**src/rtl/simd_regfile_pkg.sv**
```systemverilog
// Shared regfile package: default geometry and the index-width helper.
// Imported by the register file top and its cells.
package simd_regfile_pkg;

    localparam int DATA_W_DEF = 64;
    localparam int DEPTH_DEF  = 8;

    // Index width for n entries (ceil(log2(n))).
    function automatic int idx_w(input int n);
        int w;
        w = 0;
        for (int i = 0; i < 31; i++) begin
            if ((1 << i) < n) begin
                w = i + 1;
            end
        end
        return w;
    endfunction

endpackage

```
**src/rtl/simd_regfile_byte_merge.sv**
```systemverilog
// Per-byte two-port merge: port 0 over port 1 over base data.
// Ports: en0_i/be0_i/d0_i, en1_i/be1_i/d1_i, base_i -> q_o.
module byte_merge #(
    parameter int NB = 8
) (
    input  logic            en0_i,
    input  logic [NB-1:0]   be0_i,
    input  logic [NB*8-1:0] d0_i,
    input  logic            en1_i,
    input  logic [NB-1:0]   be1_i,
    input  logic [NB*8-1:0] d1_i,
    input  logic [NB*8-1:0] base_i,
    output logic [NB*8-1:0] q_o
);

    always_comb begin
        q_o = base_i;
        for (int b = 0; b < NB; b++) begin
            priority case (1'b1)
                en0_i && be0_i[b]: q_o[b*8 +: 8] = d0_i[b*8 +: 8];
                en1_i && be1_i[b]: q_o[b*8 +: 8] = d1_i[b*8 +: 8];
                default:           q_o[b*8 +: 8] = base_i[b*8 +: 8];
            endcase
        end
    end

endmodule

```
**src/rtl/simd_regfile_cells.sv**
```systemverilog
// Codebase cells: one-hot index decoder and byte-enabled register.
// onehot_dec: en_i, idx_i -> oh_o.  regfile_cell: clk, rst_n, ld_i, d_i -> q_o.
module onehot_dec #(
    parameter int AW = 3
) (
    input  logic               en_i,
    input  logic [AW-1:0]      idx_i,
    output logic [(1<<AW)-1:0] oh_o
);

    always_comb begin
        oh_o        = '0;
        oh_o[idx_i] = en_i;
    end

endmodule

module regfile_cell #(
    parameter int NB = 8
) (
    input  logic            clk,
    input  logic            rst_n,
    input  logic [NB-1:0]   ld_i,
    input  logic [NB*8-1:0] d_i,
    output logic [NB*8-1:0] q_o
);

    logic [NB*8-1:0] data_q;

    always_ff @(posedge clk or negedge rst_n) begin
        if (!rst_n) begin
            data_q <= '0;
        end else begin
            for (int b = 0; b < NB; b++) begin
                if (ld_i[b]) begin
                    data_q[b*8 +: 8] <= d_i[b*8 +: 8];
                end
            end
        end
    end

    assign q_o = data_q;

endmodule

```
**src/rtl/simd_regfile.sv**
```systemverilog
// Two-write / two-read SIMD register file with byte enables, write bypass
// and a per-register busy scoreboard (alloc sets, write-with-clear clears).
// Ports: clk, rst_n; write ports 0/1 (en, reg, be, data, clr);
// read ports 1/2 (reg -> data, busy); alloc_en/alloc_reg -> alloc_stall.
module simd_regfile
    import simd_regfile_pkg::*;
#(
    parameter  int DATA_W = DATA_W_DEF,
    parameter  int DEPTH  = DEPTH_DEF,
    localparam int AW     = idx_w(DEPTH),
    localparam int BE_W   = DATA_W / 8
) (
    input  logic              clk,
    input  logic              rst_n,
    input  logic              wr_en0,
    input  logic              wr_en1,
    input  logic [AW-1:0]     wr_reg0,
    input  logic [AW-1:0]     wr_reg1,
    input  logic [BE_W-1:0]   wr_be0,
    input  logic [BE_W-1:0]   wr_be1,
    input  logic [DATA_W-1:0] wr_data0,
    input  logic [DATA_W-1:0] wr_data1,
    input  logic              wr_clr0,
    input  logic              wr_clr1,
    input  logic [AW-1:0]     rd_reg1,
    input  logic [AW-1:0]     rd_reg2,
    output logic [DATA_W-1:0] rd_data1,
    output logic [DATA_W-1:0] rd_data2,
    output logic              rd_busy1,
    output logic              rd_busy2,
    input  logic              alloc_en,
    input  logic [AW-1:0]     alloc_reg,
    output logic              alloc_stall
);

    logic [DEPTH-1:0]  hit0;
    logic [DEPTH-1:0]  hit1;
    logic [DEPTH-1:0]  set;
    logic [DEPTH-1:0]  clr;
    logic [DEPTH-1:0]  busy_q;
    logic [DEPTH-1:0]  busy_d;
    logic              alloc_ok;
    logic [DATA_W-1:0] mem [DEPTH];

    onehot_dec #(.AW(AW)) u_dec0 (
        .en_i  (wr_en0),
        .idx_i (wr_reg0),
        .oh_o  (hit0)
    );

    onehot_dec #(.AW(AW)) u_dec1 (
        .en_i  (wr_en1),
        .idx_i (wr_reg1),
        .oh_o  (hit1)
    );

    for (genvar r = 0; r < DEPTH; r++) begin : g_reg
        logic [DATA_W-1:0] wd;
        logic [BE_W-1:0]   ld;

        assign ld = ({BE_W{hit0[r]}} & wr_be0)
                  | ({BE_W{hit1[r]}} & wr_be1);

        byte_merge #(.NB(BE_W)) u_wmerge (
            .en0_i  (hit0[r]),
            .be0_i  (wr_be0),
            .d0_i   (wr_data0),
            .en1_i  (hit1[r]),
            .be1_i  (wr_be1),
            .d1_i   (wr_data1),
            .base_i (mem[r]),
            .q_o    (wd)
        );

        regfile_cell #(.NB(BE_W)) u_cell (
            .clk   (clk),
            .rst_n (rst_n),
            .ld_i  (ld),
            .d_i   (wd),
            .q_o   (mem[r])
        );
    end

    // Bypass uses the same merge cell as the write path so precedence matches.
    logic byp01;
    logic byp11;
    logic byp02;
    logic byp12;

    assign byp01 = wr_en0 && (wr_reg0 == rd_reg1);
    assign byp11 = wr_en1 && (wr_reg1 == rd_reg1);
    assign byp02 = wr_en0 && (wr_reg0 == rd_reg2);
    assign byp12 = wr_en1 && (wr_reg1 == rd_reg2);

    byte_merge #(.NB(BE_W)) u_byp1 (
        .en0_i  (byp01),
        .be0_i  (wr_be0),
        .d0_i   (wr_data0),
        .en1_i  (byp11),
        .be1_i  (wr_be1),
        .d1_i   (wr_data1),
        .base_i (mem[rd_reg1]),
        .q_o    (rd_data1)
    );

    byte_merge #(.NB(BE_W)) u_byp2 (
        .en0_i  (byp02),
        .be0_i  (wr_be0),
        .d0_i   (wr_data0),
        .en1_i  (byp12),
        .be1_i  (wr_be1),
        .d1_i   (wr_data1),
        .base_i (mem[rd_reg2]),
        .q_o    (rd_data2)
    );

    // Stall looks only at registered busy; a same-cycle clear does not help.
    assign alloc_stall = alloc_en & busy_q[alloc_reg];
    assign alloc_ok    = alloc_en & ~alloc_stall;

    onehot_dec #(.AW(AW)) u_deca (
        .en_i  (alloc_ok),
        .idx_i (alloc_reg),
        .oh_o  (set)
    );

    // hit0/hit1 already carry wr_en, so a bare clear is ignored.
    assign clr = (hit0 & {DEPTH{wr_clr0}})
               | (hit1 & {DEPTH{wr_clr1}});

    // Set after clear: a same-cycle alloc and clear leaves the bit set.
    assign busy_d = (busy_q & ~clr) | set;

    always_ff @(posedge clk or negedge rst_n) begin
        if (!rst_n) begin
            busy_q <= '0;
        end else begin
            busy_q <= busy_d;
        end
    end

    assign rd_busy1 = busy_q[rd_reg1];
    assign rd_busy2 = busy_q[rd_reg2];

endmodule

```
**config.mk**
```make
export PLATFORM = sky130hd
export DESIGN_NAME = simd_regfile
export DESIGN_NICKNAME = d
export VERILOG_FILES = /design/src/rtl/simd_regfile_pkg.sv /design/src/rtl/simd_regfile_byte_merge.sv /design/src/rtl/simd_regfile_cells.sv /design/src/rtl/simd_regfile.sv
export SDC_FILE = /design/constraint.sdc
export NUM_CORES = 2
export LEC_CHECK = 0
export CAP_MARGIN = 20
export CORE_MARGIN = 5
export CORE_UTILIZATION = 40
export DETAILED_ROUTE_END_ITERATION = 7
export GPL_TIMING_DRIVEN = 0
export HOLD_SLACK_MARGIN = 0.06
export PLACE_DENSITY = 0.66
export SYNTH_ARGS = -nofsm -noshare
export SYNTH_HDL_FRONTEND = slang
export SYNTH_HIERARCHICAL = 1
export SYNTH_SLANG_ARGS = --single-unit
```
**constraint.sdc**
```tcl
create_clock -name clk -period 2.35 [get_ports clk]
set_input_delay 0.235 -clock clk [delete_from_list [all_inputs] [get_ports clk]]
set_output_delay 0.235 -clock clk [all_outputs]
set_load 0.05 [all_outputs]
```
Word-level counts from Yosys, hierarchy flattened

Cells that the tools add are included.

Memories: 0
Bits of input ports: 166
Output and inout port bits: 131
Bits in latches: 0
Bits in writable memories: 0
Register bits: 520
ROM bits: 0
Word-level logic and storage cells: 590

Equal/unequal tests: 4
Reduce and logical (&&, ||, !) cells: 295
$add $sub $neg: 0
Mux-type cells: 178
Shifts and indexed selects: 0
Multiply operators: 0
Divide/modulo/power cells: 0
Magnitude comparators: 10
Bitwise operators: 38

Operators with widths:

| operator                                                          | number |
|---|---|
| 2-to-1 mux 8 bit                                                  | 160 |
| binary-select mux 64 bit (select 3 bit)                           | 2 |
| 2-to-1 mux 64 bit                                                 | 4 |
| AND 8 bit                                                         | 22 |
| logical AND 1 bit                                                 | 167 |
| AND reduction 2 bit                                               | 64 |
| nonzero test 2 bit                                                | 64 |
| bitwise OR 8 bit                                                  | 10 |
| less-than comparator 3 x 4 -> 1 bit, second input constant        | 5 |
| == test 3 bit                                                     | 4 |
| binary-select mux 1 bit (select 3 bit)                            | 3 |
| demux 1 bit (select 3 bit)                                        | 3 |
| greater-or-equal comparator 3 x 1 -> 1 bit, second input constant | 3 |
| greater-or-equal comparator 4 bit, second input constant          | 2 |
| inverter 3 -> 4 bit                                               | 2 |
| inverter 8 bit                                                    | 1 |
| 2-to-1 mux 1 bit                                                  | 6 |
| AND 1 bit                                                         | 2 |
| inverter 1 bit                                                    | 1 |

Logic depth before layout (Yosys ltp)

Depth in word-level cells: 10
Depth in mapped cells: 9
Gate-level depth less buffers: 5

By module

The synthesis kept the hierarchy.

Modules (own cells, without submodules):

| module       | instances | sequential area each (µm²) | cells an instance | area an instance (µm²) |
|---|---|---|---|---|
| byte_merge   | 10        | 0.0                        | 302               | 2275.9 |
| regfile_cell | 8         | 1601.5                     | 136               | 2652.5 |
| simd_regfile | 1         | 200.2                      | 617               | 8998.6 |
| onehot_dec   | 3         | 0.0                        | 8                 | 95.1 |

Least setup slack after synthesis

Ideal clock, no wire load.

Path type: input port to output port
Start: input port rd_reg1[1]
End: output port rd_data1[10]
Slack: -356 ps
Data arrival time: 2471 ps
Path buffers: 4
Data required time: 2115 ps
Stages: 9
Cell sequence: buf_2 > clkbuf_1 > xnor2_1 > nand2_1 > nor3_1 > buf_4 > buf_4 > nand3_1 > a31oi_1

Elaborated cells on any way between the ends: 12
Those cells by class: eq/ne (2); mux (5); bitwise (1); reduce/logical (4)

RTL lines:

| item                           | RTL line                      | RTL |
|---|---|---|
| from (decl)                    | simd_regfile.sv:25            | `input logic [AW-1:0] rd_reg1,` |
| == test 3 bit                  | simd_regfile.sv:91            | `assign byp11 = wr_en1 && (wr_reg1 == rd_reg1);` |
| logical AND 1 bit              | simd_regfile.sv:91            |  |
| via byp11                      | simd_regfile.sv:86            | `logic byp11;` |
| logical AND 1 bit              | simd_regfile_byte_merge.sv:21 | `en1_i && be1_i[b]: q_o[b*8 +: 8] = d1_i[b*8 +: 8];` |
| 2-to-1 mux 8 bit (2 in series) | simd_regfile_byte_merge.sv:19 | `priority case (1'b1)` |
| to (decl)                      | simd_regfile.sv:27            | `output logic [DATA_W-1:0] rd_data1,` |

The timed path passes the listed nets, and every way through them passes these cells. The select of a mux whose other input is x is not followed.

Worst setup path after layout

Start: register g_reg[0].u_cell.data_q[55]
End: output port rd_data2[55]

Longest elaborated chain between the ends: 5

RTL lines:

| item                                                  | RTL line                      | RTL |
|---|---|---|
| from (decl)                                           | simd_regfile_cells.sv:28      | `logic [NB*8-1:0] data_q;` |
| from (signal, indexed assignment)                     | simd_regfile_cells.sv:36      | `data_q[b*8 +: 8] <= d_i[b*8 +: 8];` |
| binary-select mux 64 bit (select 3 bit)               | simd_regfile.sv:113           | `.base_i (mem[rd_reg2]),` |
| 2-to-1 mux 64 bit (implied by the code) (2 in series) | simd_regfile.sv:113           |  |
| 2-to-1 mux 8 bit (2 in series)                        | simd_regfile_byte_merge.sv:19 |  |
| to (decl)                                             | simd_regfile.sv:28            | `output logic [DATA_W-1:0] rd_data2,` |

No other way between the ends. The select of a mux whose other input is x is not followed.

==> results.cfg <==
[clock_network]
clk_path_buf_depth = 3
clk_latency_ns = 0.66
cts_made_buffers = 69
clkTransAtPathRegs_ns = 0.06
cts_sinks = 520
cts_htree_levels = 3
cts_tree = done
cts-root-buf = clkbuf_16

[drt]
drtAntennaViolNets = 0
routed_wl_mm = 252
avgViaCountPerCell = 6.88
vias = 49300
firstDrtPassIters = 6
drc = 0
routedWlPerCell_um = 35.1
drtIter0Drc = 6713

[timing]
layout_setup_ws_ns = -0.394
post-route-period-util_pct = 117
fin_crit_ns = 2.74
fmax_mhz = 364
slew_headroom_pct = 14.5
fin_tns_setup_ns = -31.20
maxSlewViolCount = 0
setup_viol = 129
rsz0062_at_grt = yes
fin_skew_ns = 0.0366
finalHoldViolCount = 0
tightestPinTransition_ns = 1.28

[pwr]
total_leakage_power_nw = 30.2
vdd_drop_max_v = 0.000638
powerDensity_nw_per_um2 = 778
power_mw = 51.1

[global_route]
grt_max_degree = 114
grt_usage_pct = 34.0
antenna_found_initial = 23
grt_pass1_wl_mm = 352
grt_overflow_total = 0
grt_pass1_vias = 48200

[synth]
netlist-cell-type-count = 35
synthCells = 4749
synth-edff-count = 0
syn_area_per_cell_sq_um = 11.2
ys.flop_type = dfrtp_1
ys_ff_latch = 520
synth_fp_nets = 4915
async_reset_ff_share_pct = 100
synth.largest_area_cell = dfrtp_1
synth_area_sq_um = 53300
ys.warnings.count = 6
yosysTopAreaCellShare_pct = 24.4
synth_area_leaders = dfrtp_1, mux2_4, mux4_2
ys_seq_area_share_pct = 24.4

[floorplan]
chipHeight_um = 375
core_area_sq_um = 132000
rows = 133
start_util_pct = 40.4
ios = 297
die_x_um = 375
dieArea_sq_um = 141000

[final_layout]
regArea_sq_um = 13000
most-common-layout-cells = nand3_1, and3b_1, mux2_4
fill_cells = 11700
multiInputGateArea_sq_um = 38100
drive_gt1_share_pct = 40.4
synthToLayoutAreaGrowth_pct = 23.2
final_common_cell = nand3_1
finalNetCount = 5502
fin_area_sq_um = 65600

[critical_path]
slowest_stage = mux4_2
critPathMaxFanout = 3
startpoint_type = flop
cp_num_buf_inv = 1
cp.required_ns = 2.12
path_class = flop to output port
critPathTopFamily = multiplexers
slowest_delay_ns = 0.52
arrival_ns = 2.51
worst_setup_path_end_kind = output port
crit_path_cell_trace = mux4_2 > mux2_4 > a21bo_4 > a31oi_4 > buf_6

[outcome]
violations = negative setup slack
outcome = finished, violations left

[place]
dpl.hpwl_mm = 175
gp_congestion = 0.992
placed_area_sq_um = 59500
portBuffers = 280

[job]
max-cap-violations = 0

[worst_hold_path]
hold_class = input port to flop
what timing repair did:
item / 4_1_cts / 5_1_grt
pin swaps: 111 / 41
cloned: 4 / 1
setup endpoints to repair: 423 / 220
hold endpoints to repair: 62 / 0
hold buffers: 1 / 0
resized for setup: 1255 / 77
setup buffers: 147 / 65
state kept, by name, summed over array words and instances, names as in the netlist:
signal        flops
busy_q            8
g.u_cell/q_o    512
report_power, final:
| part | internal [mW] | switching (mW) | total [mW] |
|---|---|---|---|
| Sequential | 11.5 | 2.84 | 14.3 |
| Clock | 6.40 | 4.63 | 11.0 |
| Combinational | 14.6 | 11.1 | 25.7 |
| Total | 32.5 | 18.6 | 51.1 |
cell type report:
class	instances	share of cell area (%)
buffer	549	7.42
tap	1755	3.35
sequential	520	19.8
clock buffer	101	3.11
multi-input combinational	3677	58.1
clock inverter	13	0.261
timing repair buffer	519	7.86
antenna	26	0.0991
synth_stat cells, drive strengths merged, types with 8 or more instances:
library cell	number
and4bb	9
a21bo	640
and4b	9
and3b	640
a22o	64
mux4	260
nand2	84
a21o	8
nand3	640
mux2	644
buf	487
dfrtp	520
xor2	8
clkbuf	65
a31oi	640
a22oi	8
tightest hold or removal path: stages:
cell      delay (ns)
clkbuf_1        0.18
a22oi_1         0.20
a21o_1          0.13
per-stage QoR:
stage                     cells  utilization (%)  setup slack [ns]  hold slack [ns]
after floorplan            4749                -           -0.0656          -0.0606
after global placement     6784             44.9            -24.60            0.509
after detailed placement   6799             45.1             -2.22            0.234
after CTS                  7065             48.9            -0.387           0.0838
after global routing       7141             49.7            -0.373            0.145
final                      7160             49.7            -0.394            0.120
path summary, 6_finish.rpt:
kind                                         start  slack (ns)  cells after the start                     end
max                        g_reg[0].u_cell/q_o[55]       -0.39                      5            rd_data2[55]
min                                        wr_clr1        0.12                      3               busy_q[2]
max reg2reg                              busy_q[5]        0.58                      5               busy_q[3]
min reg2reg                              busy_q[6]        0.54                      1               busy_q[6]
max in group asynchronous                    rst_n        0.38                      5  g_reg[4].u_cell/q_o[8]
min in group asynchronous                    rst_n        0.14                      2  g_reg[7].u_cell/q_o[3]
logic make-up after synthesis:
kind of cell              after synthesis  synth area share, %
DFF                                   520                 24.4
xor gates and xnor gates               12                0.197
buffers and inverters                 552                 8.50
muxes                                 905                 28.2
and+or+nand+nor                      1397                 17.8
AOI/OAI and AO/OA                    1363                 20.9
per-layer routing:
layer	up-vias	track usage [%]	wire, um
li1	20000	-	-
met1	24800	41.8	92100
met2	3485	49.8	106000
met3	930	11.4	31300
met4	14	24.1	22200
met5	-	0	211
No activity file was read; power rests on OpenSTA's default activity.
